==> config.mk <==
export PLATFORM = sky130hd
export DESIGN_NAME = ternary_mac_sequencer_flat
export DESIGN_NICKNAME = d
export VERILOG_FILES = /design/src/rtl/ternary_pkg.sv /design/src/rtl/ternary_mac_sequencer_if.sv /design/src/rtl/seq_wrap_counter.sv /design/src/rtl/ternary_mac_sequencer.sv /design/src/flat_wrapper.sv
export SDC_FILE = /design/constraint.sdc
export NUM_CORES = 1
export LEC_CHECK = 0
export ABC_AREA = 1
export CAP_MARGIN = 5
export CORE_ASPECT_RATIO = 0.75
export CORE_MARGIN = 3
export CORE_UTILIZATION = 30
export DETAILED_ROUTE_END_ITERATION = 6
export SETUP_SLACK_MARGIN = 0.3
export SLEW_MARGIN = 40
export SYNTH_ARGS = -nofsm -noshare
export SYNTH_HDL_FRONTEND = slang
export SYNTH_SLANG_ARGS = --single-unit
==> constraint.sdc <==
create_clock -name clk -period 2.7 [get_ports clk]
set_input_delay 0.675 -clock clk [delete_from_list [all_inputs] [get_ports clk]]
set_output_delay 0.675 -clock clk [all_outputs]
set_load 0.005 [all_outputs]
==> src/rtl/ternary_pkg.sv <==
// ---------------------------------------------------------------------------
// ternary_pkg
// Shared definitions for the ternary matrix-vector sequencer:
//   - datapath geometry and the derived load-beat count / index widths
//   - 2-bit command encodings
//   - sequencer state enum
// No ports (package).
// ---------------------------------------------------------------------------
package ternary_pkg;

    localparam int MAX_IN_LEN  = 16;  // weights per row
    localparam int MAX_OUT_LEN = 8;   // output rows, power of 2
    localparam int BUS_WIDTH   = 16;  // input bus width

    // Two bits per ternary weight, streamed over the input bus.
    localparam int LD_BEATS = 2 * MAX_IN_LEN * MAX_OUT_LEN / BUS_WIDTH;

    localparam int LD_IDX_W = $clog2(LD_BEATS);
    localparam int ROW_W    = $clog2(MAX_OUT_LEN);

    typedef enum logic [1:0] {
        CMD_NOP       = 2'b00,
        CMD_LOAD_ONLY = 2'b01,
        CMD_LOAD_MULT = 2'b10,
        CMD_MULT      = 2'b11
    } cmd_e;

    typedef enum logic [1:0] {
        S_IDLE,
        S_LOAD,
        S_MULT,
        S_DONE
    } state_e;

endpackage

==> src/rtl/ternary_mac_sequencer_if.sv <==
// ---------------------------------------------------------------------------
// ternary_mac_sequencer_if
// Command and status bundle of the ternary MAC sequencer.
//   master : host side - drives cmd_valid/cmd/abort/mult_cont, reads status
//   slave  : sequencer side - the reverse
// Signals:
//   cmd_valid, cmd[1:0], abort, mult_cont   host -> sequencer
//   cmd_ready, ld_en, ld_idx, wt_valid,     sequencer -> host / datapath
//   mult_en, row, row_last, busy, done, err
// ---------------------------------------------------------------------------
interface ternary_mac_sequencer_if;
    import ternary_pkg::*;

    logic                cmd_valid;
    logic [1:0]          cmd;
    logic                abort;
    logic                mult_cont;

    logic                cmd_ready;
    logic                ld_en;
    logic [LD_IDX_W-1:0] ld_idx;
    logic                wt_valid;
    logic                mult_en;
    logic [ROW_W-1:0]    row;
    logic                row_last;
    logic                busy;
    logic                done;
    logic                err;

    modport master (
        output cmd_valid, cmd, abort, mult_cont,
        input  cmd_ready, ld_en, ld_idx, wt_valid, mult_en, row, row_last,
               busy, done, err
    );

    modport slave (
        input  cmd_valid, cmd, abort, mult_cont,
        output cmd_ready, ld_en, ld_idx, wt_valid, mult_en, row, row_last,
               busy, done, err
    );

endinterface

==> src/rtl/seq_wrap_counter.sv <==
// ---------------------------------------------------------------------------
// seq_wrap_counter
// WIDTH-bit up counter that wraps from all-ones to zero.
//   clk, rst_n : clock, synchronous active-low reset
//   clear      : force count to 0 next cycle (wins over en)
//   en         : advance by one
//   count      : registered count
//   tc         : registered terminal-count flag, equal to (count == all-ones)
// ---------------------------------------------------------------------------
module seq_wrap_counter #(
    parameter int WIDTH = 4
) (
    input  logic             clk,
    input  logic             rst_n,
    input  logic             clear,
    input  logic             en,
    output logic [WIDTH-1:0] count,
    output logic             tc
);

    localparam logic [WIDTH-1:0] ONE = WIDTH'(1);

    logic [WIDTH-1:0] count_next;

    // NOTE: every signal assigned in always_comb gets a default first, so no
    // path through the block leaves it unassigned and no latch is inferred.
    always_comb begin
        count_next = count;
        if (clear) begin
            count_next = '0;
        end else if (en) begin
            count_next = count + ONE;
        end
    end

    // tc is computed from the next value so it is a flop, yet stays aligned
    // with count.
    // NOTE: sequential state uses non-blocking assignments so every flop
    // samples pre-edge values regardless of statement order.
    always_ff @(posedge clk) begin
        if (!rst_n) begin
            count <= '0;
            tc    <= 1'b0;
        end else begin
            count <= count_next;
            tc    <= &count_next;
        end
    end

endmodule

==> src/rtl/ternary_mac_sequencer.sv <==
// ---------------------------------------------------------------------------
// ternary_mac_sequencer
// Command-driven sequencer for the ternary matrix-vector datapath. Decodes
// 2-bit commands in IDLE and runs bounded weight-load and multiply sequences.
//   clk    : clock, rising edge
//   rst_n  : synchronous active-low reset
//   bus    : ternary_mac_sequencer_if.slave (commands in, enables/status out)
// All outputs come straight from flops.
// ---------------------------------------------------------------------------
module ternary_mac_sequencer
    import ternary_pkg::*;
(
    input  logic                    clk,
    input  logic                    rst_n,
    ternary_mac_sequencer_if.slave  bus
);

    state_e state;
    state_e state_next;
    logic   load_then_mult;   // remembers LOAD_MULT vs LOAD_ONLY across LOAD
    logic   wt_set;
    logic   wt_clr;
    logic   err_set;
    logic   cmd_take;
    logic   ld_last;
    logic   ld_clear;
    logic   row_clear;

    // Counters are held at 0 whenever their state is not next, so each one
    // starts at 0 on entry and its terminal flag only fires inside its state.
    assign ld_clear  = (state_next != S_LOAD);
    assign row_clear = (state_next != S_MULT);

    // Counters wrap naturally because LD_BEATS and MAX_OUT_LEN are powers of 2.
    seq_wrap_counter #(.WIDTH(LD_IDX_W)) u_ld_cnt (
        .clk   (clk),
        .rst_n (rst_n),
        .clear (ld_clear),
        .en    (state == S_LOAD),
        .count (bus.ld_idx),
        .tc    (ld_last)
    );

    seq_wrap_counter #(.WIDTH(ROW_W)) u_row_cnt (
        .clk   (clk),
        .rst_n (rst_n),
        .clear (row_clear),
        .en    (state == S_MULT),
        .count (bus.row),
        .tc    (bus.row_last)
    );

    // abort in IDLE also drops a coincident command.
    assign cmd_take = (state == S_IDLE) && bus.cmd_valid && !bus.abort;

    always_comb begin
        state_next = state;
        wt_set     = 1'b0;
        wt_clr     = 1'b0;
        err_set    = 1'b0;
        case (state)
            S_IDLE: begin
                if (cmd_take) begin
                    case (cmd_e'(bus.cmd))
                        CMD_LOAD_ONLY, CMD_LOAD_MULT: begin
                            state_next = S_LOAD;
                            wt_clr     = 1'b1;   // a partial load never looks valid
                        end
                        CMD_MULT: begin
                            if (bus.wt_valid) begin
                                state_next = S_MULT;
                            end else begin
                                err_set = 1'b1;
                            end
                        end
                        default: ;
                    endcase
                end
            end
            S_LOAD: begin
                if (bus.abort) begin
                    state_next = S_IDLE;
                end else if (ld_last) begin
                    wt_set     = 1'b1;
                    state_next = load_then_mult ? S_MULT : S_DONE;
                end
            end
            S_MULT: begin
                if (bus.abort) begin
                    state_next = S_IDLE;
                end else if (bus.row_last && !bus.mult_cont) begin
                    state_next = S_DONE;
                end
            end
            default: begin
                state_next = S_IDLE;
            end
        endcase
    end

    always_ff @(posedge clk) begin
        if (!rst_n) begin
            state          <= S_IDLE;
            load_then_mult <= 1'b0;
            bus.cmd_ready  <= 1'b1;
            bus.ld_en      <= 1'b0;
            bus.mult_en    <= 1'b0;
            bus.busy       <= 1'b0;
            bus.done       <= 1'b0;
            bus.wt_valid   <= 1'b0;
            bus.err        <= 1'b0;
        end else begin
            state         <= state_next;
            bus.cmd_ready <= (state_next == S_IDLE);
            bus.ld_en     <= (state_next == S_LOAD);
            bus.mult_en   <= (state_next == S_MULT);
            bus.busy      <= (state_next != S_IDLE);
            bus.done      <= (state_next == S_DONE);
            if (cmd_take) begin
                load_then_mult <= (cmd_e'(bus.cmd) == CMD_LOAD_MULT);
            end
            if (wt_clr) begin
                bus.wt_valid <= 1'b0;
            end else if (wt_set) begin
                bus.wt_valid <= 1'b1;
            end
            if (err_set) begin
                bus.err <= 1'b1;
            end
        end
    end

endmodule

==> src/flat_wrapper.sv <==
// flat-port wrapper written by rule: the top's interface ports become plain ports
module ternary_mac_sequencer_flat import ternary_pkg::*;
  (clk, rst_n, bus_cmd_valid, bus_cmd, bus_abort, bus_mult_cont, bus_cmd_ready, bus_ld_en, bus_ld_idx, bus_wt_valid, bus_mult_en, bus_row, bus_row_last, bus_busy, bus_done, bus_err);
  ternary_mac_sequencer_if bus_i ();
  input  logic clk;
  input  logic rst_n;
  input wire logic [$bits(bus_i.cmd_valid)-1:0] bus_cmd_valid;
  input wire logic [$bits(bus_i.cmd)-1:0] bus_cmd;
  input wire logic [$bits(bus_i.abort)-1:0] bus_abort;
  input wire logic [$bits(bus_i.mult_cont)-1:0] bus_mult_cont;
  output wire logic [$bits(bus_i.cmd_ready)-1:0] bus_cmd_ready;
  output wire logic [$bits(bus_i.ld_en)-1:0] bus_ld_en;
  output wire logic [$bits(bus_i.ld_idx)-1:0] bus_ld_idx;
  output wire logic [$bits(bus_i.wt_valid)-1:0] bus_wt_valid;
  output wire logic [$bits(bus_i.mult_en)-1:0] bus_mult_en;
  output wire logic [$bits(bus_i.row)-1:0] bus_row;
  output wire logic [$bits(bus_i.row_last)-1:0] bus_row_last;
  output wire logic [$bits(bus_i.busy)-1:0] bus_busy;
  output wire logic [$bits(bus_i.done)-1:0] bus_done;
  output wire logic [$bits(bus_i.err)-1:0] bus_err;
  assign bus_i.cmd_valid = bus_cmd_valid;
  assign bus_i.cmd = bus_cmd;
  assign bus_i.abort = bus_abort;
  assign bus_i.mult_cont = bus_mult_cont;
  assign bus_cmd_ready = bus_i.cmd_ready;
  assign bus_ld_en = bus_i.ld_en;
  assign bus_ld_idx = bus_i.ld_idx;
  assign bus_wt_valid = bus_i.wt_valid;
  assign bus_mult_en = bus_i.mult_en;
  assign bus_row = bus_i.row;
  assign bus_row_last = bus_i.row_last;
  assign bus_busy = bus_i.busy;
  assign bus_done = bus_i.done;
  assign bus_err = bus_i.err;
  ternary_mac_sequencer u_core (.clk(clk), .rst_n(rst_n), .bus(bus_i));
endmodule
==> summary.md, run 1 <==
| Metric | Value |
|---|---|
| Yosys reg bits | `19` |
| Crit-path max cell delay | `0.49 ns` |
| R2r worst-path depth | `8` |
| Synth cell types | `24` |
| Clk sink count | `19` |
| DR DRC count | `0` |
| Final GP Congestion | `~0.76` |
| Vias in the first global route | `around 700` |
| Post-synthesis sequential area ratio | `0.4114` |
| CTS Root Cell | `clkbuf_8` |
| Layout cell share with drive strength beyond 1 | `0.1655` |
| R2R Setup Slk | `between 1 and 1.5 ns` |
| Clock Skews | `between 0.002 and 0.003 ns` |
| Final non-filler cell total | `between 150 and 200` |
| Hold Path Cell Cnt | `1` |
| Hold EP | `u_core.bus.err` |
| Final hold vios | `0` |
| R2r startpoint | `u_core.state[1]` |
| PostCTS Resize Cnt | `0` |
| Initial antenna violation count | `0` |
| Core box area | `2763 um^2` |
| CTS tree | `yes` |
| TritonCTS buffer count | `3` |
| Largest net degree at the start of global routing | `12` |
| Clk_lat worst skew | `0.26 ns` |
| Filler cells | `276` |
| Rel. slew slack | `0.7020` |
| Crit-path slowest cell | `clkdlybuf4s50_1` |
| Fmax | `around 0.5 GHz` |
| Cell total after placement | `around 170` |
| Placed Area | `1180 um^2` |
| Crit. Startpoint | `bus_cmd[0]` |
| Post-DP HPWL | `roughly 1500 um` |
| Ant. Diodes | `0` |
| Post-Syn Area | `slightly above 900 um^2` |
| CP cell instances | `clkdlybuf4s50_1, inv_1, ha_1, nand3_1, nand3_2, nand2_4, nor2_4, nor2_2, inv_1` |
| Setup violators final | `0` |
| Critical Path Most Common Cell | `inv_1` |
| HP Class | `reg -> reg` |
| Period utilisation layout | `0.7390` |
| Design area | `~1200 um^2` |
| Syn_area_per_cell | `between 8 and 9 um^2` |
| Kind of critical path | `in -> reg` |
| Setup bufs post-CTS | `0` |
| Max Cap Viol | `0` |
| Fin nets | `between 150 and 200` |
| Power Total | `~0.00053 W` |
| VDD IR-drop max | `around 0.27 mV` |
| Cell Pwr Density | `approximately 440 nW/um^2` |
| Pre-Repair DR Iteration Count | `4` |
| Clk buf depth | `2` |
| RSZ-0062 raised after global routing | `false` |
| Pre-CTS setup slack | `~0.43 ns` |
| H-tree levels | `1` |
| Routed length per instance | `around 11 um` |
| Gate Count Post-Synth | `around 110` |
| Commonest non-fill, non-tap cell in the layout | `clkdlybuf4s50_1` |
| Die W | `approximately 70 um` |
| Status | `finished clean` |
| First-pass GRT wire length | `between 3000 and 4000 um` |
| Critical-path maximum fanout | `5` |
| Total grt overflow | `0` |
| Tot GR Track Use | `0.1078` |
| Most frequent cells in the layout | `clkdlybuf4s50_1, nand2_1, dfxtp_1` |
| Final worst slack | `~0.7 ns` |
| Routed wire length | `1867 um` |
| Final ANT Viol Nets | `0` |
| Worst r2r dst | `u_core.u_row_cnt.tc` |
| Via-to-Cell Ratio | `4.206` |
| Die area | `around 3800 um^2` |
| Worst EP required | `2.86 ns` |
| Hold Buf Count CTS | `0` |
| CP endpoint kind | `flip-flop` |
| Final Critical Period | `~2 ns` |
| CP arrival | `2.16 ns` |
| Layout area overhead | `32.61%` |
| Initial core utilization | `0.3347` |
| Die height | `between 50 and 60 um` |
| Ports | `22` |
| Hold Startpoint | `u_core.bus.err` |
| Slew Limit Fails | `0` |
| # rows | `16` |
| Setup crit start kind | `primary input` |
| DRT iter0 DRCs | `17` |
| Reg clk slew, reported paths | `~0.080 ns` |
| Leak | `just over 0.5 nW` |
| Slew @ Worst Pin | `between 0.4 and 0.5 ns` |
| I/O Buffers | `21` |
| Syn_nets | `around 130` |
| Setup TNS | `0 ns` |
| Footprint of the multi-input gates | `roughly 470 um^2` |
| Syn. warnings | `0` |
| Storage element area | `about 380 um^2` |
| Via count | `around 740` |
==> power breakdown <==
part           switching, W  internal [W]
logic             0.0000262     0.0000201
registers        0.00000189      0.000284
clock network     0.0000994      0.000103
==> final cells by class <==
class,instances,share of cell area
clock buffer,3,0.03367
clock inverter,1,0.004082
inverter,21,0.06429
multi-input combinational,74,0.3796
sequential,19,0.3102
tap,36,0.03673
timing repair buffer,21,0.1714
==> routing by layer <==
metal,vias up,wire (um),track usage
met5,-,0,0
met4,0,0,0.02866
met3,0,76,0.03545
met2,15,783,0.1755
met1,322,1007,0.1388
li1,399,-,-
==> metrics by stage <==
step             util  hold slack [ns]
2_1_floorplan       -           0.4535
3_3_place_gp   0.4271           0.4497
3_5_place_dp   0.4271           0.4712
4_1_cts        0.4438           0.4892
5_1_grt        0.4438           0.5105
6_report       0.4438           0.4751
==> cell families (layout without fill, tap and decap cells) <==
group,Yosys count,count (layout),synth area share
AOI/OAI and AO/OA,7,7,0.04601
xor gates and xnor gates,2,2,0.01895
and+or+nand+nor,60,60,0.3708
adders and majority gates,5,5,0.06766
buffers and inverters,21,46,0.08524
DFF,19,19,0.4114
==> cells in the mapped netlist <==
cell type / n / area, um^2
nand4_1: 1 / 6.260
nor2_4: 2 / 22.52
nor3b_1: 1 / 7.510
nor2_8: 1 / 20.02
nand3_1: 4 / 20.02
inv_2: 3 / 11.26
nand2_4: 1 / 11.26
xnor2_1: 2 / 17.52
o21a_1: 1 / 7.510
nand3_4: 1 / 17.52
nand2_2: 2 / 12.51
nand3_2: 2 / 20.02
nand2_1: 20 / 75.07
o21ai_0: 3 / 15.01
nor2_1: 16 / 60.06
ha_1: 5 / 62.56
dfxtp_1: 19 / 380.4
nand3b_1: 2 / 15.01
inv_1: 18 / 67.56
nor2_2: 4 / 25.02
a211oi_1: 1 / 7.510
o21bai_1: 1 / 7.510
a21oi_1: 1 / 5.000
nor3_2: 3 / 30.03
==> how the worst max path moves through the flow <==
stage	to	slack [ns]	cells past startpoint
5_1_grt	u_core.bus.busy	0.65	9
6_report	u_core.bus.busy	0.70	9
4_1_cts	u_core.bus.busy	0.71	9
2_1_floorplan	u_core.bus.busy	1.09	8
3_3_place_gp	u_core.bus.busy	0.46	9
3_5_place_dp	u_core.bus.busy	0.43	9
==> critical path: cells and delay by family <==
kind	cells	cell delay, ns
buffers and inverters	3	0.60
and+or+nand+nor	5	0.54
adders and majority gates	1	0.32
==> state kept, by name, indices dropped and copies added (netlist names) <==
register,cells
u_core.u_row_cnt.count,3
u_core.load_then_mult,1
u_core.bus.busy,1
u_core.bus.mult_en,1
u_core.u_ld_cnt.tc,1
u_core.bus.done,1
u_core.bus.err,1
u_core.u_row_cnt.tc,1
u_core.bus.wt_valid,1
u_core.bus.cmd_ready,1
u_core.state,2
u_core.bus.ld_en,1
u_core.u_ld_cnt.count,4
Power figures use the tool's default switching activity.
==> run 2: changes to the inputs <==
Clock period 2.7 ns to 1.7 ns, I/O delays scaled along.
==> run 2 against run 1 <==
Effect of this change: register-to-register slack got worse by 1.0 ns; via count is 14% higher; clock power increased by 57%; core utilization is 4.3 points higher; critical path depth stayed put; total power rose by 63%; die area unchanged; largest power group unchanged.
==> summary.md, run 2 (synthesis gave the netlist of run 1 again) <==
| Metric | Value |
|---|---|
| Status | `finished clean` |
| Largest net degree at the start of global routing | `12` |
| Vias in the first global route | `about 850` |
| Clock Skews | `between 0.003 and 0.004 ns` |
| Slew @ Worst Pin | `approximately 0.36 ns` |
| Routed wire length | `~2100 um` |
| Most frequent cells in the layout | `nand2_1, dlygate4sd2_1, inv_1` |
| Storage element area | `approximately 390 um^2` |
| Slew Limit Fails | `0` |
| Initial core utilization | `0.3347` |
| CP cell instances | `clkbuf_2, inv_2, ha_4, nor2_2, nand3_1, nand3_2, buf_6, nand3_4, nor3_2` |
| First-pass GRT wire length | `between 3000 and 4000 um` |
| RSZ-0062 raised after global routing | `false` |
| Layout cell share with drive strength beyond 1 | `0.3510` |
| DRT iter0 DRCs | `22` |
| TritonCTS buffer count | `3` |
| Cell total after placement | `approximately 180` |
| Commonest non-fill, non-tap cell in the layout | `nand2_1` |
| Final Critical Period | `about 1.3 ns` |
| Share of total power in the clock network | `0.365` |
| Int Pwr | `roughly 0.00066 W` |
| Period utilisation layout | `0.7842` |
| Final GP Congestion | `~0.73` |
| Initial antenna violation count | `0` |
| Setup TNS | `0 ns` |
| Hold Path Cell Cnt | `1` |
| Clk sink count | `19` |
| Rel. slew slack | `0.7590` |
| Routed length per instance | `between 10 and 15 um` |
| Via count | `between 800 and 900` |
| Largest Register | `u_core.u_ld_cnt.count` |
| DR DRC count | `0` |
| Regs by FF count | `u_core.u_ld_cnt.count: 4 flops, u_core.u_row_cnt.count: 3 flops, u_core.state: 2 flops` |
| Core box area | `about 2800 um^2` |
| Die W | `approximately 70 um` |
| Crit-path max cell delay | `about 0.2 ns` |
| Max FFs per register | `4` |
| I/O Buffers | `21` |
| Reg clk slew, reported paths | `around 0.070 ns` |
| CP arrival | `1.52 ns` |
| Ports | `22` |
| Placed Area | `~1200 um^2` |
| Filler cells | `between 200 and 300` |
| Fin nets | `about 160` |
| Worst EP required | `about 1.9 ns` |
| Crit-path slowest cell | `nor3_2` |
| Layout area overhead | `45.47%` |
| Max Cap Viol | `0` |
| Cell Pwr Density | `~650 nW/um^2` |
| CP endpoint kind | `flip-flop` |
| Leak | `about 0.65 nW` |
| Hold Buf Count CTS | `0` |
| Setup violators final | `0` |
| Critical-path maximum fanout | `5` |
| HP Class | `reg -> reg` |
| Fmax | `roughly 0.75 GHz` |
| R2r worst-path depth | `6` |
| Comb pwr share | `0.113` |
| Final non-filler cell total | `between 150 and 200` |
| Flop pwr share | `0.522` |
| CTS tree | `yes` |
| CTS Root Cell | `clkbuf_8` |
| Design area | `around 1300 um^2` |
| R2R Setup Slk | `around 0.38 ns` |
| Clk buf depth | `2` |
| Post-DP HPWL | `around 1500 um` |
| Via-to-Cell Ratio | `~4.5` |
| Tot GR Track Use | `0.1236` |
| Setup crit start kind | `primary input` |
| Kind of critical path | `in -> reg` |
| Pre-Repair DR Iteration Count | `4` |
| VDD IR-drop max | `a little over 0.3 mV` |
| Clk_lat worst skew | `0.26 ns` |
| # rows | `16` |
| Ant. Diodes | `0` |
| Final ANT Viol Nets | `0` |
| Die area | `approximately 3800 um^2` |
| Final hold vios | `0` |
| Total grt overflow | `0` |
| Final hold slack | `0.4844 ns` |
| Die height | `about 54 um` |
| H-tree levels | `1` |
| Switch Pwr | `between 0.0002 and 0.00025 W` |
| Sw Ratio | `0.2406` |
| Footprint of the multi-input gates | `~500 um^2` |
## run 2: changes by cell type in the layout (fill, tap and decap cells not counted), sizes merged
cell / before / now
buf: 0 / 12
clkbuf: 3 / 5
dlygate4sd2: 0 / 17
dlymetal6s2s: 0 / 1
clkdlybuf4s50: 21 / 1
## run 2: critical path, delay by kind of cell
kind	cells	cell delay (ns)
and+or+nand+nor	5	0.63
buffers and inverters	3	0.31
adders and majority gates	1	0.16
## run 2: area by class of cell
class	instances	share of cell area
Clock buffer	3	0.03070
Clock inverter	1	0.003721
Inverter	21	0.05860
Multi-Input combinational cell	74	0.3777
Sequential cell	19	0.2912
Tap cell	36	0.03349
Timing Repair Buffer	33	0.2047
## run 2: power by group through the flow
stage	logic, W	clock network (W)	registers [W]
floorplan	0.0000401	0	0.000464
global placement	0.0000830	0	0.000464
detailed placement	0.0000837	0	0.000464
CTS	0.0000921	0.000326	0.000454
global route	0.000107	0.000342	0.000455
finish	0.0000985	0.000317	0.000454
## run 2: worst paths after layout
check | start | endpoint
worst max-delay path | bus_cmd[0] | u_core.u_ld_cnt.count[1]
worst min register to register | u_core.bus.err | u_core.bus.err
worst max register to register | u_core.state[0] | u_core.bus.err
worst min-delay path | u_core.bus.err | u_core.bus.err
## run 2: timing repair
| item | in CTS | in global routing |
|---|---|---|
| pin swaps | 8 | 8 |
| gates cloned | 0 | 0 |
| endpoints found under the setup margin | 31 | 13 |
| resized for setup | 33 | 12 |
| hold endpoints to repair | 0 | 0 |
| buffers inserted | 6 | 0 |
## run 2: per-stage QoR
stage                     utilization  setup slack (ns)   power, W
after floorplan                     -            0.3416  0.0005046
after global placement         0.4434           -0.2752  0.0005472
after detailed placement       0.4434           -0.2736  0.0005482
after CTS                      0.4792            0.3095  0.0008717
after global routing           0.4869            0.3042  0.0009037
final                          0.4869            0.3668  0.0008701
## run 2: metal layers
metal  vias up  routed length, um  global-route usage
li1        428                  -                   -
met1       386               1072              0.1531
met2        20                948              0.2006
met3         4                101             0.04104
met4         0                 23             0.05096
met5         -                  0                   0
==> run 3: changes to the inputs <==
Clock period 1.7 ns to 1.1 ns, I/O delays scaled along.
==> run 3 against run 2 <==
Effect of this change: the run now ends with negative setup slack left; count of clock-buffer cells in the layout is the same; sequential cell count did not move; non-clock buffer count is 14 higher; sequential share of layout area fell by 4.4 points; highest routed layer unchanged; die area did not move; first-iteration DRC count rose by 14%; core utilization is 11 points higher.
==> summary.md, run 3 (synthesis gave the netlist of run 1 again) <==
| Metric | Value |
|---|---|
| Post-DP HPWL | `~1500 um` |
| Rel. slew slack | `0.7883` |
| Tot GR Track Use | `0.1360` |
| Filler cells | `between 200 and 250` |
| Worst r2r dst | `u_core.u_ld_cnt.count[1]` |
| Violated checks | `negative setup slack` |
| Period utilisation layout | `1.114` |
| Vias in the first global route | `roughly 850` |
| R2R Setup Slk | `-0.13 ns` |
| R2r worst-path depth | `7` |
| CP endpoint kind | `flip-flop` |
| Int Pwr | `roughly 0.0010 W` |
| H-tree levels | `1` |
| Clk buf depth | `2` |
| First-pass GRT wire length | `3815 um` |
| Largest Register | `u_core.u_ld_cnt.count` |
| Pre-CTS setup slack | `-0.7140 ns` |
| Largest net degree at the start of global routing | `12` |
| Slew @ Worst Pin | `0.3153 ns` |
| Flop pwr share | `0.502` |
| Initial antenna violation count | `0` |
| Final Critical Period | `1.226 ns` |
| TritonCTS buffer count | `3` |
| Routed wire length | `roughly 2400 um` |
| Die area | `approximately 3800 um^2` |
| Sw Ratio | `0.2499` |
| Pre-Repair DR Iteration Count | `4` |
| Die W | `roughly 70 um` |
| CP arrival | `1.41 ns` |
| Fin nets | `178` |
| Final GP Congestion | `roughly 0.74` |
| Setup crit start kind | `flip-flop` |
| Cell Pwr Density | `852.6 nW/um^2` |
| Share of total power in the clock network | `0.350` |
| Most frequent cells in the layout | `buf_6, nand2_1, buf_4` |
| Hold EP | `u_core.bus.err` |
| Critical-path maximum fanout | `5` |
| Kind of cell adding the most delay to the critical path | `simple AND/OR/NAND/NOR gates` |
| Crit. Startpoint | `u_core.state[0]` |
| Final ANT Viol Nets | `0` |
| Clk_lat worst skew | `~0.26 ns` |
| Core box area | `2763 um^2` |
| Hold Startpoint | `u_core.bus.err` |
| Layout area overhead | `76.86%` |
| Critical Path Most Common Cell | `nor2_4` |
| CTS Root Cell | `clkbuf_8` |
| Clock Skews | `0.003199 ns` |
| RSZ-0062 raised after global routing | `true` |
| Routed length per instance | `11.99 um` |
| Setup violators final | `17` |
| Max Cap Viol | `0` |
| Fmax | `roughly 0.82 GHz` |
| Via-to-Cell Ratio | `4.423` |
| Ports | `22` |
| Kind of critical path | `reg -> reg` |
| Switch Pwr | `around 0.00035 W` |
| I/O Buffers | `21` |
| Power Total | `approximately 0.0014 W` |
| Via count | `around 900` |
| CTS tree | `yes` |
| Worst EP required | `between 1 and 1.5 ns` |
| Crit-path slowest cell | `dfxtp_4` |
| Total grt overflow | `0` |
| DRT iter0 DRCs | `25` |
| Commonest non-fill, non-tap cell in the layout | `buf_6` |
| VDD IR-drop max | `approximately 0.54 mV` |
| Final hold slack | `~0.46 ns` |
| Hold Path Cell Cnt | `1` |
| Final worst slack | `-0.1257 ns` |
| Clk sink count | `19` |
| DR DRC count | `0` |
| Leak | `~0.71 nW` |
| Comb pwr share | `0.147` |
| Regs by FF count | `u_core.u_ld_cnt.count: 4 flops, u_core.u_row_cnt.count: 3 flops, u_core.state: 2 flops` |
| CP cell instances | `inv_4, nor2_4, nand2_1, nand2_2, nor2_4, nand3_4, nor3_2` |
| R2r startpoint | `u_core.state[0]` |
| Ant. Diodes | `0` |
| Buf+Inv Stages, Crit Path | `1` |
| Max FFs per register | `4` |
| HP Class | `reg -> reg` |
| Crit-path max cell delay | `around 0.38 ns` |
| Die height | `54.08 um` |
| Layout cell share with drive strength beyond 1 | `0.6424` |
| Initial core utilization | `0.3347` |
| Slew Limit Fails | `0` |
| Reg clk slew, reported paths | `approximately 0.070 ns` |
| Status | `finished with violations` |
| Hold Buf Count CTS | `0` |
| Setup TNS | `-1.585 ns` |
| # rows | `16` |
| Final hold vios | `0` |
-- run 3: cell count changes in the layout (fill, tap and decap cells not counted), sizes merged --
cell and change:
buf +30, dlygate4sd2 -13, clkbuf -1, clkdlybuf4s50 -1
dlymetal6s2s -1
-- run 3: worst max path at each step --
stage	end	slack [ns]	depth (start not counted)
3_3_place_gp	u_core.u_row_cnt.tc	-0.71	10
2_1_floorplan	u_core.u_row_cnt.tc	-0.002	8
4_1_cts	u_core.u_ld_cnt.count[1]	-0.17	6
3_5_place_dp	u_core.u_row_cnt.tc	-0.71	10
5_1_grt	u_core.u_row_cnt.tc	-0.21	8
6_report	u_core.u_ld_cnt.count[1]	-0.13	7
-- run 3: final cells by class --
class | count | area (um^2) | area share
clock inverter | 1 | 5.005 | 0.003060
timing repair buffer | 47 | 406.6 | 0.2487
tap | 36 | 45.04 | 0.02754
clock buffer | 3 | 41.29 | 0.02525
inverter | 21 | 108.9 | 0.06656
multi-input combinational | 74 | 624.3 | 0.3818
sequential | 19 | 404.1 | 0.2471
-- run 3: power groups by stage --
| stage | registers (W) | logic, W | clock network, W |
|---|---|---|---|
| final | 0.000700 | 0.000205 | 0.000488 |
| after global routing | 0.000701 | 0.000223 | 0.000540 |
| after CTS | 0.000699 | 0.000182 | 0.000504 |
| after detailed placement | 0.000715 | 0.000166 | 0 |
| after global placement | 0.000715 | 0.000164 | 0 |
| after floorplan | 0.000715 | 0.0000799 | 0 |
-- run 3: layer usage --
| layer | vias to the layer above | global-route usage | wire length (um) |
|---|---|---|---|
| met2 | 14 | 0.2288 | 1184 |
| met3 | 4 | 0.04104 | 106 |
| met1 | 411 | 0.1715 | 1100 |
| li1 | 460 | - | - |
| met4 | 0 | 0.03822 | 17 |
| met5 | - | 0 | 0 |
-- run 3: repair_timing --
action                                  in CTS  in global routing
pin swaps                                   19                 17
endpoints found under the setup margin      34                 34
setup buffers                                9                  1
resized for setup                          102                 31
endpoints found under the hold margin        0                  0
-- run 3: through the flow --
stage            util  std cells  area (um^2)
2_1_floorplan       -        114        997.2
3_3_place_gp   0.4968        187         1373
3_5_place_dp   0.4968        187         1373
4_1_cts        0.5412        200         1495
5_1_grt        0.5919        201         1635
6_report       0.5919        201         1635
